File: src/rtl/floor_issue_arbiter.sv
// Round-robin issue of NUM_REQ operand streams into a fixed-latency floor pipeline.
// Results are captured into an in-order response FIFO; a credit count keeps issue from overrunning it.
module floor_issue_arbiter #(
    parameter int NUM_REQ    = 4,
    parameter int TAG_W      = 5,
    parameter int FIFO_DEPTH = 4,
    parameter int PIPE_LAT   = 2
) (
    input  logic                       clk,
    input  logic                       rst,
    input  logic [NUM_REQ-1:0]         req_valid,
    output logic [NUM_REQ-1:0]         req_ready,
    input  logic [NUM_REQ*32-1:0]      req_data,
    input  logic [NUM_REQ*TAG_W-1:0]   req_tag,
    output logic [31:0]                pipe_a,
    input  logic [31:0]                pipe_result,
    output logic                       rsp_valid,
    input  logic                       rsp_ready,
    output logic [31:0]                rsp_data,
    output logic [$clog2(NUM_REQ)-1:0] rsp_id,
    output logic [TAG_W-1:0]           rsp_tag,
    output logic                       busy
);

    localparam int ID_W = $clog2(NUM_REQ);
    localparam int AW   = $clog2(FIFO_DEPTH);
    localparam int CR_W = $clog2(FIFO_DEPTH + 1);

    typedef struct packed {
        logic             vld;
        logic [ID_W-1:0]  id;
        logic [TAG_W-1:0] tag;
    } trk_t;

    typedef struct packed {
        logic [31:0]      dat;
        logic [ID_W-1:0]  id;
        logic [TAG_W-1:0] tag;
    } rsp_t;

    logic [ID_W-1:0]  ptr_q, ptr_d;
    logic [ID_W-1:0]  grant_id, cand;
    logic             grant_vld, issue_ok, hs, push, pop;
    logic [TAG_W-1:0] grant_tag;
    logic [CR_W-1:0]  credits_q, credits_d;
    logic [AW:0]      wr_q, rd_q;
    trk_t             trk_q [PIPE_LAT];
    trk_t             trk_d;
    rsp_t             mem_q [FIFO_DEPTH];
    rsp_t             head;

    // A pop in this cycle deliberately does not count toward freeing a credit.
    always_comb begin
        issue_ok  = !rst && (credits_q < CR_W'(FIFO_DEPTH));
        grant_vld = 1'b0;
        grant_id  = '0;
        cand      = '0;
        for (int k = 0; k < NUM_REQ; k++) begin
            cand = ID_W'((int'(ptr_q) + k) % NUM_REQ);
            if (!grant_vld && req_valid[cand]) begin
                grant_vld = 1'b1;
                grant_id  = cand;
            end
        end
        hs        = issue_ok && grant_vld;
        req_ready = '0;
        pipe_a    = '0;
        grant_tag = '0;
        for (int k = 0; k < NUM_REQ; k++) begin
            if (hs && grant_id == ID_W'(k)) begin
                req_ready[k] = 1'b1;
                pipe_a       = req_data[k*32 +: 32];
                grant_tag    = req_tag[k*TAG_W +: TAG_W];
            end
        end
        trk_d = {hs, grant_id, grant_tag};
        ptr_d = hs ? ID_W'((int'(grant_id) + 1) % NUM_REQ) : ptr_q;
    end

    always_comb begin
        push      = trk_q[PIPE_LAT-1].vld;
        rsp_valid = (wr_q != rd_q);
        pop       = rsp_valid && rsp_ready;
        head      = mem_q[rd_q[AW-1:0]];
        rsp_data  = rsp_valid ? head.dat : '0;
        rsp_id    = rsp_valid ? head.id  : '0;
        rsp_tag   = rsp_valid ? head.tag : '0;
        busy      = (credits_q != '0);
        case ({hs, pop})
            2'b10:   credits_d = credits_q + CR_W'(1);
            2'b01:   credits_d = credits_q - CR_W'(1);
            default: credits_d = credits_q;
        endcase
    end

    always_ff @(posedge clk) begin
        if (rst) begin
            ptr_q     <= '0;
            credits_q <= '0;
            wr_q      <= '0;
            rd_q      <= '0;
            for (int s = 0; s < PIPE_LAT; s++) trk_q[s] <= '0;
        end else begin
            ptr_q     <= ptr_d;
            credits_q <= credits_d;
            trk_q[0]  <= trk_d;
            for (int s = 1; s < PIPE_LAT; s++) trk_q[s] <= trk_q[s-1];
            if (push) wr_q <= wr_q + (AW+1)'(1);
            if (pop)  rd_q <= rd_q + (AW+1)'(1);
        end
    end

    always_ff @(posedge clk) begin
        if (push) mem_q[wr_q[AW-1:0]] <= {pipe_result, trk_q[PIPE_LAT-1].id, trk_q[PIPE_LAT-1].tag};
    end

endmodule
File: config.mk
export PLATFORM = sky130hd
export DESIGN_NAME = floor_issue_arbiter
export DESIGN_NICKNAME = d
export VERILOG_FILES = /design/src/rtl/floor_issue_arbiter.sv
export SDC_FILE = /design/constraint.sdc
export NUM_CORES = 1
export LEC_CHECK = 0
export CAP_MARGIN = 20
export CORE_MARGIN = 4
export CORE_UTILIZATION = 51
export CTS_CLUSTER_DIAMETER = 80
export DETAILED_ROUTE_END_ITERATION = 8
export PLACE_DENSITY = 0.86
export RECOVER_POWER = 100
export SLEW_MARGIN = 0
export SYNTH_ARGS = -nofsm -noshare
export SYNTH_HDL_FRONTEND = slang
export SYNTH_SLANG_ARGS = --single-unit
File: constraint.sdc
create_clock -name clk -period 5.84 [get_ports clk]
set_input_delay 1.168 -clock clk [delete_from_list [all_inputs] [get_ports clk]]
set_output_delay 1.168 -clock clk [all_outputs]
set_load 0.1 [all_outputs]
# == Word-level counts from Yosys, hierarchy flattened ==
# Memory sizes are Yosys's and may differ from the RTL's. A register that Yosys moved wholly into a read port is not among the register bits.
# Index checks and enable logic that the tools add are counted.
# word_totals
output_inout_bits,77
in_bits,187
mem_bits_rw,172
ff_bits,11
n_memories,2
# op_classes
n_mux,41
n_reduce_logical,17
magnitude_cmp,5
n_bitwise,2
n_addsub,8
eq_ne,6
# mem_list
memory,words,word_bits,read_ports,rd_clocked_by_memory_dff,write_ports,line,source
mem_q,4,39,1,1,1,49,rsp_t mem_q [FIFO_DEPTH];
trk_q,2,8,2,0,2,47,trk_t trk_q [PIPE_LAT];
# ops
cell,n
$mux W32,5
$mux W5,5
$mux W1,17
$mux W8,2
$mux W2,7
$lt A2 B3 Y1 const B,4
$logic_and A1 B1 Y1,10
$add A3 B1 Y3 const B,3
$bmux W1 S2,4
$eq A2 B2 Y1 const B,3
$pmux W3 S2,1
$add A2 B1 Y2 const B,2
$add A2 B2 Y2 const B,2
$eq A2 B1 Y1 const B,2
$logic_not A1 Y1,4
$lt A3 B3 Y1 const B,1
$ne A3 B3 Y1,1
$reduce_bool A3 Y1,1
$sub A3 B1 Y3 const B,1
$logic_not A2 Y1,1
$or A1 B1 Y1,2
$reduce_bool A2 Y1,1

# == Depth between registers and ports, before layout ==
# Gate-level depths: netlist (run 1).
# logic_depth
depth_word,19
depth_mapped,11
depth_no_buf,9

# == Worst setup path after synthesis (run 1) ==
# No wires, ideal clock.
# synth_path
path_kind,input -> output
startpoint,input port req_valid[1]
endpoint,output port pipe_a[10]
setup_slack_ns,1.007
n_path_buf,1
arrival_ns,3.665
stages,9
path_cell_list,nand2b_1 > a21oi_1 > a211oi_4 > ha_1 > or4_1 > a211oi_4 > buf_2 > a22o_1 > mux2_2
# synth_between
elab_chain_len,18
elab_cells_between_ends,35
cone_classes,eq/ne (3); mux (20); reduce/logical (12)
# synth_rtl
item,line,source
"start, declared",11,"input logic [NUM_REQ-1:0] req_valid,"
$bmux W1 S2,60,if (!grant_vld && req_valid[cand]) begin
$mux W1 (not written as such),60,
$mux W1,60,
$logic_not A1 Y1,60,
$logic_and A1 B1 Y1,60,
$mux W1,60,
$logic_not A1 Y1,60,
$logic_and A1 B1 Y1,60,
$mux W1,60,
$logic_not A1 Y1,60,
$logic_and A1 B1 Y1,60,
$mux W2 (*),60,
net grant_id[0],42,"logic [ID_W-1:0] grant_id, cand;"
$logic_not A2 Y1,70,if (hs && grant_id == ID_W'(k)) begin
$logic_and A1 B1 Y1,70,
$mux W32 (3 in a row),70,
$mux W32 (*),70,
"end, declared",15,"output logic [31:0] pipe_a,"
# Mark *: on every way through the listed nets, which the timed path passes. The rest lies on a longest branch. The select of a mux whose other input is x is not followed.

# == Worst setup path in the final report (run 1) ==
# layout_path
startpoint,input port req_valid[1]
endpoint,output port pipe_a[20]
# Same word-level chain as after synthesis.

==> reports/metrics.yaml, run 1 <==
clocking:
  clk_root_buf: "sky130_fd_sc_hd__clkbuf_16"
  htree_num_levels: 4
  post_cts.resized_instances: 0
  cts.repair_timing.setup_buffer_count: 0
  clk_latency_ns: 0.42
  postCtsHoldBufs: 0
  cts_buffers: 17
  clock-sinks: 185
  clockBufferDepth: 2
  path_clk_slew_ns: 0.06
  cts_tree: "yes"
sta:
  worst_slew_pin_slew_ns: 2.85
  worst_slack_ns: 0.246
  setup_viol: 0
  max_freq_ghz: 0.179
  skew_final_ns: 0.00908
  setup-tns-final_ns: 0
  slew-limit-headroom_pct: -90.4
  finalMaxSlewViolations: 187
  fin_crit_ns: 5.59
  ratio_of_final_minimum_period_to_clock_period_pct: 95.8
  report.final.hold_viol_count: 0
  rsz0062_at_grt: "no"
detailed_routing:
  drc: 0
  route.vias.total: 5928
  drt-total-wl_um: 23700
  drt.antenna.violating_nets: 0
  avgViaCountPerCell: 5.55
  wl_per_cell_um: 22.2
  drtIter0Drc: 365
  dr.pass1.iters: 5
grt:
  groute.usage.overall_pct: 25.4
  grt_start_max_net_pins: 45
  gr-total-overflow: 0
  grt_pass1_wl_um: 35300
  via_count_of_the_first_global_routing_pass: 6309
  number_of_antenna_violations_at_the_first_check_in_global_routing: 7
setup_path:
  r2r_setup_slack_ns: 2.61
  worstSetupPathType: "input pin to output pin"
  worstPathRequired_ns: 4.67
  critPathArrivalTime_ns: 4.43
  worst_setup_path_startpoint: "req_valid[1]"
  critPathMaxFanout: 37
  crit_path_end_kind: "output pin"
  setup.worst_path.start_class: "input pin"
  r2r-start: "wr_q[0]"
layout:
  drive_above_1_share_pct: 18.7
  layout.area.seq_um2: 5270
  num-nets-final: 1029
  fillerInstances: 927
  areaGrowthSynthToFinish_pct: 43.8
  multi_input_gate_area_um2: 3010
yosys:
  synth_cell_type_count: 40
  synth-async-reset-ratio_pct: 0
  avgSynthCellArea_um2: 14.7
  syn_inst: 577
  mappedNetlistNets: 773
  synth_seq_cells: 185
  synth_area_um2: 8490
  yosysWarningCount: 0
  synth_enable_flop_cells: 156
  dominantRegCellSynth: "sky130_fd_sc_hd__edfxtp_1"
  yosysSeqAreaShare_pct: 62.0
job:
  maxCapViolations: 5
power:
  irDropWorstVdd_mv: 0.390
  combinationalPowerShare_pct: 50.4
  leakage_nw: 4.40
  p_int_mw: 3.07
  power.sequential.fraction_pct: 29.2
  total_power_mw: 5.44
  p_clk_share_pct: 20.4
  switch_share_pct: 43.6
  power_density_relative_to_cell_area_nw_per_um2: 446
  p_sw_mw: 2.37
placed_design:
  placement.io_buffers: 263
  place_ws_ns: 0.453
  gp_congestion: 0.930
  detailed_placer_s_ending_hpwl_um: 16300
floorplanning:
  floorplan.io_pins: 264
  die_width_um: 137
  initial_utilization_pct: 52.7
  die_y_um: 137
  core_rows: 46
  die_area_um2: 18800
  core_area_um2: 16100
run_status:
  run_status: "complete, but fails checks"
  failed_checks: "max-capacitance violations, max-slew violations"
min_path:
  hold_path_startpoint: "trk_q[0][3]"
  worst_min_delay_path_class: "register to register"
layout by cell type (no fill, tap or decap), types with 3 or more instances in the layout:
cell type / Yosys / final
sky130_fd_sc_hd__inv_1: 8 / 8
sky130_fd_sc_hd__xor2_1: 6 / 6
sky130_fd_sc_hd__dlygate4sd3_1: 0 / 75
sky130_fd_sc_hd__mux4_2: 39 / 39
sky130_fd_sc_hd__a21oi_1: 5 / 5
sky130_fd_sc_hd__buf_4: 1 / 8
sky130_fd_sc_hd__clkdlybuf4s50_1: 0 / 152
sky130_fd_sc_hd__a22o_1: 35 / 35
sky130_fd_sc_hd__inv_2: 3 / 3
sky130_fd_sc_hd__clkinv_4: 0 / 3
sky130_fd_sc_hd__nand2_1: 71 / 71
sky130_fd_sc_hd__o21ai_0: 36 / 36
sky130_fd_sc_hd__clkbuf_16: 0 / 17
sky130_fd_sc_hd__clkbuf_1: 25 / 5
sky130_fd_sc_hd__and2_0: 0 / 4
sky130_fd_sc_hd__nor2b_1: 50 / 50
sky130_fd_sc_hd__nor2_1: 20 / 20
sky130_fd_sc_hd__ha_1: 8 / 7
sky130_fd_sc_hd__mux2_4: 19 / 19
sky130_fd_sc_hd__buf_12: 0 / 34
sky130_fd_sc_hd__xnor2_1: 3 / 3
sky130_fd_sc_hd__edfxtp_1: 156 / 156
sky130_fd_sc_hd__mux2_2: 18 / 17
sky130_fd_sc_hd__clkinv_2: 0 / 3
sky130_fd_sc_hd__dfxtp_1: 29 / 28
sky130_fd_sc_hd__diode_2: 0 / 6
sky130_fd_sc_hd__inv_6: 0 / 4
sky130_fd_sc_hd__a211oi_1: 2 / 3
critical path: stages:
cell	delay [ns]
sky130_fd_sc_hd__dlygate4sd3_1	0.64
sky130_fd_sc_hd__nand2b_1	0.21
sky130_fd_sc_hd__a21oi_1	0.28
sky130_fd_sc_hd__a211oi_4	0.09
sky130_fd_sc_hd__ha_1	0.26
sky130_fd_sc_hd__or4_1	0.53
sky130_fd_sc_hd__a211oi_1	0.40
sky130_fd_sc_hd__buf_12	0.26
sky130_fd_sc_hd__a22o_1	0.16
sky130_fd_sc_hd__mux2_4	0.13
sky130_fd_sc_hd__buf_4	0.28
metal layers:
| metal | part of all wire (%) | GRT usage, % | up-vias |
|---|---|---|---|
| met5 | 0.11 | 0 | - |
| met4 | 2.2 | 9.59 | 4 |
| met1 | 36 | 30.1 | 2914 |
| met2 | 53 | 44.2 | 282 |
| met3 | 8.6 | 7.02 | 35 |
| li1 | - | - | 2693 |
state kept, by name (all words and copies together), names as in the netlist, named ones only:
register   cells
mem_q        156
rd_q           3
credits_q      3
wr_q           3
ptr_q          2
trk_q         16
cell families after synthesis:
family	share of synthesized area (%)
muxes	16.3
DFF	62.0
and+or+nand+nor	9.34
xor gates and xnor gates	0.928
AOI/OAI and AO/OA	7.46
adders and majority gates	1.41
buffers and inverters	2.52
cell usage after synthesis (all sizes together), types with 3 or more instances:
cell type | count | area share [%]
inv | 11 | 0.49
clkbuf | 25 | 1.1
buf | 12 | 0.93
ha | 8 | 1.2
nand2 | 71 | 3.1
xor2 | 6 | 0.62
dfxtp | 29 | 6.8
or3 | 3 | 0.22
xnor2 | 3 | 0.31
and2 | 4 | 0.29
edfxtp | 156 | 55
nor2 | 20 | 0.88
o21ai | 36 | 2.1
mux2 | 37 | 5.7
a211oi | 4 | 0.65
mux4 | 39 | 10
nor2b | 51 | 3.8
a21oi | 5 | 0.29
a22o | 35 | 3.6
per-stage QoR:
step                util [%]  hold WS (ns)  area, um^2  cells
finish                  75.8         0.438       12200   1068
global route            75.8         0.458       12200   1067
CTS                     76.0         0.442       12200   1060
detailed placement      72.4         0.425       11700   1028
global placement        72.4         0.416       11700   1028
floorplan                  -         0.414        8490    577
final timing paths:
| kind | cells after the start | end |
|---|---|---|
| worst max-delay path | 11 | pipe_a[20] |
| worst min-delay path | 1 | trk_q[0][11] |
| worst max register to register | 3 | mem_q[3][36] |
| worst min register to register | 1 | trk_q[0][11] |
power groups by stage:
stage / Clock (mW) / Sequential (mW) / Combinational, mW
floorplan: 0 / 1.57 / 1.97
global placement: 0 / 1.62 / 2.75
detailed placement: 0 / 1.63 / 2.78
global route: 1.19 / 1.60 / 2.86
CTS: 1.12 / 1.61 / 2.79
finish: 1.11 / 1.59 / 2.74
area by class of cell:
type                       count  area share [%]
multi-input combinational    344            24.6
clock inverter                14            1.21
antenna                        6           0.123
sequential                   185            43.1
tap                          216            2.21
timing repair buffer         274            24.8
inverter                      11           0.338
clock buffer                  18            3.51
No activity file was read; power rests on OpenSTA's default activity.
==> run 2: changes to the inputs <==
--- a/config.mk
+++ b/config.mk
@@ -7,11 +7,12 @@
 export LEC_CHECK = 0
 export CAP_MARGIN = 20
 export CORE_MARGIN = 4
-export CORE_UTILIZATION = 51
+export CORE_UTILIZATION = 47
 export CTS_CLUSTER_DIAMETER = 80
 export DETAILED_ROUTE_END_ITERATION = 8
-export PLACE_DENSITY = 0.86
+export PLACE_DENSITY = 0.81
 export RECOVER_POWER = 100
+export SKIP_LAST_GASP = 1
 export SLEW_MARGIN = 0
 export SYNTH_ARGS = -nofsm -noshare
 export SYNTH_HDL_FRONTEND = slang
==> constraint.sdc (replaced) <==
create_clock -name clk -period 6.15 [get_ports clk]
set_input_delay 1.23 -clock clk [delete_from_list [all_inputs] [get_ports clk]]
set_output_delay 1.23 -clock clk [all_outputs]
set_load 0.1 [all_outputs]
==> run 2 against run 1 <==
  * The flow still finishes with violations (max-capacitance violations, max-slew violations)
  * Worst setup slack better by 0.041 ns
  * Sequential power decreased by 5%
  * Core utilization fell by 5.8 points
  * Flip-flop and latch count is the same
  * Design area up 0.17%
  * Largest cell class unchanged
  * Final cell count up 0.84%
  * First-iteration DRC count is 10% lower
  * Largest power group unchanged
  * Routed wire length shrank 4.6%
  * Power decreased by 4.3%
  * Count of clock-buffer cells in the layout unchanged
  * Clock power about the same
  * Critical path type unchanged
  * Via count down 0.74%
==> reports/metrics.yaml, run 2 (synthesis results as in run 1) <==
sta:
  max_freq_ghz: 0.171
  ratio_of_final_minimum_period_to_clock_period_pct: 95.3
  setup-tns-final_ns: 0  # unchanged
  worst_slew_pin_slew_ns: 2.97  # +0.117 ns
  skew_final_ns: 0.00631  # -0.00277 ns
  setup_viol: 0  # unchanged
  finalMaxSlewViolations: 229  # +22%
  rsz0062_at_grt: "no"
  report.final.hold_viol_count: 0  # unchanged
  fin_crit_ns: 5.86
  slew-limit-headroom_pct: -98.1  # -7.7 points
setup_path:
  critPathMaxStageDelay_ns: 0.63  # about the same
  r2r_end: "mem_q[0][15]"
  buf_inv_on_cp: 3  # unchanged
  r2r_setup_slack_ns: 2.91  # +0.30 ns
  worstPathRequired_ns: 4.92  # +0.25 ns
  setup.worst_path.start_class: "input pin"
  crit_path_end_kind: "output pin"
  cp_cell_sequence: "dlygate4sd3_1, nand2b_1, a21oi_1, a211oi_4, ha_1, or4_1, a211oi_4, buf_4, a22o_1, mux2_4, clkbuf_4"
  worst_path_most_repeated_cell: "sky130_fd_sc_hd__a211oi_4"
  cell_with_the_largest_stage_delay_on_the_worst_path: "sky130_fd_sc_hd__dlygate4sd3_1"
  worst-r2r-cell-count: 3  # unchanged
  r2r-start: "wr_q[0]"
  critPathArrivalTime_ns: 4.63  # +0.20 ns
  critPathMaxFanout: 37  # unchanged
  cpLargestDelayFamily: "buffers and inverters"
  worstSetupPathType: "input pin to output pin"
grt:
  via_count_of_the_first_global_routing_pass: 6261  # -0.76%
  number_of_antenna_violations_at_the_first_check_in_global_routing: 7  # unchanged
  gr-total-overflow: 0  # unchanged
  grt_start_max_net_pins: 76  # +69%
  groute.usage.overall_pct: 22.0  # -3.4 points
  grt_pass1_wl_um: 33900  # -4.0%
clocking:
  cts_buffers: 17  # unchanged
  path_clk_slew_ns: 0.06  # about the same
  clk_latency_ns: 0.42  # about the same
  clockBufferDepth: 2  # unchanged
  clock-sinks: 185  # unchanged
  clk_root_buf: "sky130_fd_sc_hd__clkbuf_16"
  cts.repair_timing.setup_buffer_count: 0  # unchanged
  htree_num_levels: 4  # unchanged
  cts_tree: "yes"
  postCtsHoldBufs: 0  # unchanged
  post_cts.resized_instances: 0  # unchanged
placed_design:
  place_inst: 1036  # +0.78%
  detailed_placer_s_ending_hpwl_um: 15700  # -3.7%
  placement.io_buffers: 263  # unchanged
  gp_congestion: 0.927  # -0.42%
min_path:
  min_delay_worst_endpoint: "trk_q[0][11]"
  hold_path_startpoint: "trk_q[0][3]"
  min_delay_path_depth: 1  # unchanged
  worst_min_delay_path_class: "register to register"
floorplanning:
  die_y_um: 142  # +3.9%
  initial_utilization_pct: 48.6  # -4.1 points
  die_area_um2: 20300  # +8.0%
  core_rows: 48  # +4.3%
  die_width_um: 142  # +3.9%
  core_area_um2: 17500  # +8.4%
  floorplan.io_pins: 264  # unchanged
detailed_routing:
  route.vias.total: 5884  # -0.74%
  avgViaCountPerCell: 5.46  # -1.6%
  wl_per_cell_um: 21.0  # -5.4%
  drtIter0Drc: 328  # -10%
  drt-total-wl_um: 22600  # -4.6%
  dr.pass1.iters: 4  # -1
  drc: 0  # unchanged
  drt.antenna.violating_nets: 0  # unchanged
run_status:
  failed_checks: "max-capacitance violations, max-slew violations"
  run_status: "complete, but fails checks"
layout:
  largest_reg_flops: 156  # unchanged
  areaGrowthSynthToFinish_pct: 44.1
  num-nets-final: 1028  # -0.097%
  layout_commonest_cell: "sky130_fd_sc_hd__edfxtp_1"
  drive_above_1_share_pct: 18.5  # -0.21 points
  commonest_cells_after_routing_fill_and_taps_aside: "156 x sky130_fd_sc_hd__edfxtp_1, 153 x sky130_fd_sc_hd__clkdlybuf4s50_1, 74 x sky130_fd_sc_hd__dlygate4sd3_1, 71 x sky130_fd_sc_hd__nand2_1, 50 x sky130_fd_sc_hd__nor2b_1"
  fillerInstances: 1130  # +22%
  post_layout_cell_count: 1077  # +0.84%
job:
  maxCapViolations: 6  # +1
power:
  total_power_mw: 5.21  # -4.3%
  irDropWorstVdd_mv: 0.305  # -22%
  power_density_relative_to_cell_area_nw_per_um2: 426  # -4.5%
  leakage_nw: 4.39  # -0.12%
-- run 2: cell count changes in the layout (fill, tap and decap cells not counted), moves of 2 or more --
cell                        delta
sky130_fd_sc_hd__buf_4         -3
sky130_fd_sc_hd__clkinv_4      -2
sky130_fd_sc_hd__clkbuf_4      +3
sky130_fd_sc_hd__clkbuf_1      +2
sky130_fd_sc_hd__buf_12        -3
sky130_fd_sc_hd__bufinv_16     +2
-- run 2: area by class of cell --
class                      count  area, um^2  share of cell area (%)
sequential                   185        5270                    43.1
multi-input combinational    344        3020                    24.7
timing repair buffer         273        2980                    24.4
clock buffer                  18         429                    3.51
tap                          225         282                    2.30
clock inverter                14         195                    1.60
inverter                      11        41.3                   0.338
antenna                        7        17.5                   0.143
-- run 2: per-stage QoR --
stage	setup WS (ns)	utilization [%]	cell area [um^2]	hold slack, ns
floorplan	1.19	-	8490	0.414
global placement	0.660	66.7	11700	0.418
detailed placement	0.514	66.7	11700	0.426
CTS	0.508	70.3	12300	0.441
global route	0.158	70.0	12200	0.448
finish	0.287	70.0	12200	0.438
-- run 2: worst max-delay path by stage --
stage                      start    endpoint  slack (ns)  cells past startpoint
detailed placement  req_valid[1]   pipe_a[9]        0.51                     11
floorplan           req_valid[1]  pipe_a[10]        1.19                      9
CTS                 req_valid[1]   pipe_a[9]        0.51                     11
global placement    req_valid[1]   pipe_a[4]        0.66                     11
global route        req_valid[1]  pipe_a[19]        0.16                     11
finish              req_valid[1]  pipe_a[19]        0.29                     11
-- run 2: report_power, final --
| part | leakage (nW) | switching [mW] | internal, mW | total, mW |
|---|---|---|---|---|
| Combinational | 2.44 | 1.71 | 0.847 | 2.56 |
| Clock | 0.301 | 0.448 | 0.684 | 1.13 |
| Sequential | 1.66 | 0.0663 | 1.45 | 1.51 |
| Total | 4.39 | 2.23 | 2.98 | 5.21 |
-- run 2: metal layers --
layer	vias up	global-route usage, %	wire length (um)
met1	2870	24.5	8050
met2	272	38.2	11900
li1	2691	-	-
met4	0	10.5	884
met5	-	0	0
met3	51	7.02	1780
==> edit, RTL diff (flow settings as in run 2) <==
`FIFO_DEPTH`: 4 -> 8.
--- a/src/rtl/floor_issue_arbiter.sv
+++ b/src/rtl/floor_issue_arbiter.sv
@@ -5,3 +5,3 @@
     parameter int TAG_W      = 5,
-    parameter int FIFO_DEPTH = 4,
+    parameter int FIFO_DEPTH = 8,
     parameter int PIPE_LAT   = 2
Behaviour: same outputs for any inputs over 4 cycles, from zero or initial values and one cycle with rst high; that may be too few to reach the edited logic, so the function may still have changed.
==> edit against run 2 <==
Routed wire length increased by 63%; critical path type unchanged; synthesized cell count increased by 55%; worst hold slack got worse by 0.0026 ns; synthesized area increased by 75%; sequential cell count increased by 160; the flow still finishes with violations (capacitance limit, slew limit); register-to-register slack got worse by 0.47 ns; sequential power increased by 81%; sequential share of layout area increased by 9.9 points; total power increased by 45%; worst setup slack improved by 0.077 ns; cell area increased by 55%.
==> edit: results (changes against run 2) <==
Synth
  – Post-synth EDFFs: 312 (+100%)
  – Syn Inst Count: 895 (+55%)
  – Syn Std Cell Area: 14800 um2 (+75%)
  – Register area share after synthesis: 67.7% (+5.7 points)
  – Synth unique cells: 43 (+7.5%)

STA
  – Skew final: 0.0115 ns (+0.00515 ns)
  – Slew Limit Fails: 348 (+52%)

Detailed routing
  – Vias per inst: 5.64 (+3.2%)
  – Routed wire per std cell: 23.3 um (+11%)
  – Total wire length: 36.9 mm (+63%)
  – DR pass1 iterations: 5 (+1)
  – Initial DRC Count: 636 (+94%)

Worst setup path
  – Crit path from: req_valid[2]
  – Slowest cell on the critical path: inv_1
  – CP Max Fanout: 33 (-11%)
  – Slowest cell delay on critical path: 0.67 ns (+0.04 ns)
  – Worst EP arrival: 4.56 ns (-0.07 ns)

Global routing
  – Largest net degree at the start of global routing: 73 (-3.9%)
  – First-pass GRT wire length: 55.0 mm (+62%)

CTS
  – Buffers from clock root to sink, at most: 3 (+1)
  – TritonCTS Buffers: 34 (+17)
  – H-tree depth: 2 (-2)
  – Clock latency on the worst-skew pair: 0.50 ns (+0.08 ns)

Power and ir drop
  – P_leak: 6.13 nW (+40%)

Worst hold path
  – Hold Crit Start: trk_q[0][7]

Final layout
  – Number of flip-flops under the largest register name: 312 (+100%)
  – Nets: 1344 (+31%)

Place
  – Place WS: 0.592 ns (+0.0775 ns)
  – Placed cells: 1510 (+46%)
  – Placed Area: 18200 um2 (+56%)

Status
  – Failing checks: capacitance limit, slew limit
  – Status: finished with violations

Flow run
  – Max-cap violation count: 8 (+2)
-- edit: cell types whose count changed after synthesis, moves of 9 or more --
cell	run 2	this run
edfxtp_1	156	312
mux2i_1	2	79
nor2_1	20	68
nor2b_1	50	10
mux4_2	39	78
a22o_1	35	0
o22ai_2	0	30
o21ai_0	36	65
mux2_4	19	0
mux2_2	18	0
buf_2	6	18
clkbuf_1	25	34
-- edit: worst paths after layout --
path                                      to  slack (ns)
worst max-delay path              pipe_a[17]        0.36
worst min-delay path            trk_q[0][15]        0.44
worst max register to register  mem_q[6][10]        2.44
worst min register to register  trk_q[0][15]        0.44
-- edit: logic make-up (layout without fill, tap and decap cells) --
| family | Yosys count | after routing | synth area share [%] |
|---|---|---|---|
| buffers and inverters | 68 | 348 | 2.18 |
| adder cells (fa/ha/maj) | 7 | 7 | 0.591 |
| flip-flops | 345 | 345 | 67.7 |
| multiplexers | 157 | 157 | 17.2 |
| XOR/XNOR | 13 | 13 | 0.768 |
| AO/OA/AOI/OAI | 128 | 128 | 6.25 |
| other | 0 | 10 | 0 |
| AND/OR/NAND/NOR | 177 | 177 | 5.36 |
-- edit: critical path: cells and delay by family --
family	cells	cell delay, ns
buffers and inverters	3	1.54
AO/OA/AOI/OAI	4	1.24
AND/OR/NAND/NOR	2	0.32
adder cells (fa/ha/maj)	1	0.22
-- edit: final cells by class --
| class | count | area, um2 |
|---|---|---|
| well taps | 396 | 495 |
| repair buffers | 280 | 3000 |
| clock inverters | 17 | 165 |
| clock buffers | 44 | 910 |
| multi-input cells | 482 | 4310 |
| fillers | 2208 | 11900 |
| flip-flops and latches | 345 | 10000 |
| inverters | 7 | 26.3 |
| diodes | 10 | 25.0 |
-- edit: routing by layer --
metal / global-route usage, % / up-vias / share of wire, %
met3: 4.38 / 59 / 7.4
li1: - / 4022 / -
met1: 25.6 / 4466 / 37
met5: 0 / - / 0
met4: 8.36 / 0 / 3.3
met2: 37.4 / 364 / 52
-- edit: report_power, final --
part / total (mW) / internal (mW) / switching [mW] / leakage, nW
clock network: 2.01 / 1.18 / 0.832 / 0.527
logic: 2.80 / 0.896 / 1.91 / 2.51
registers: 2.73 / 2.65 / 0.0768 / 3.10
total: 7.54 / 4.72 / 2.82 / 6.13
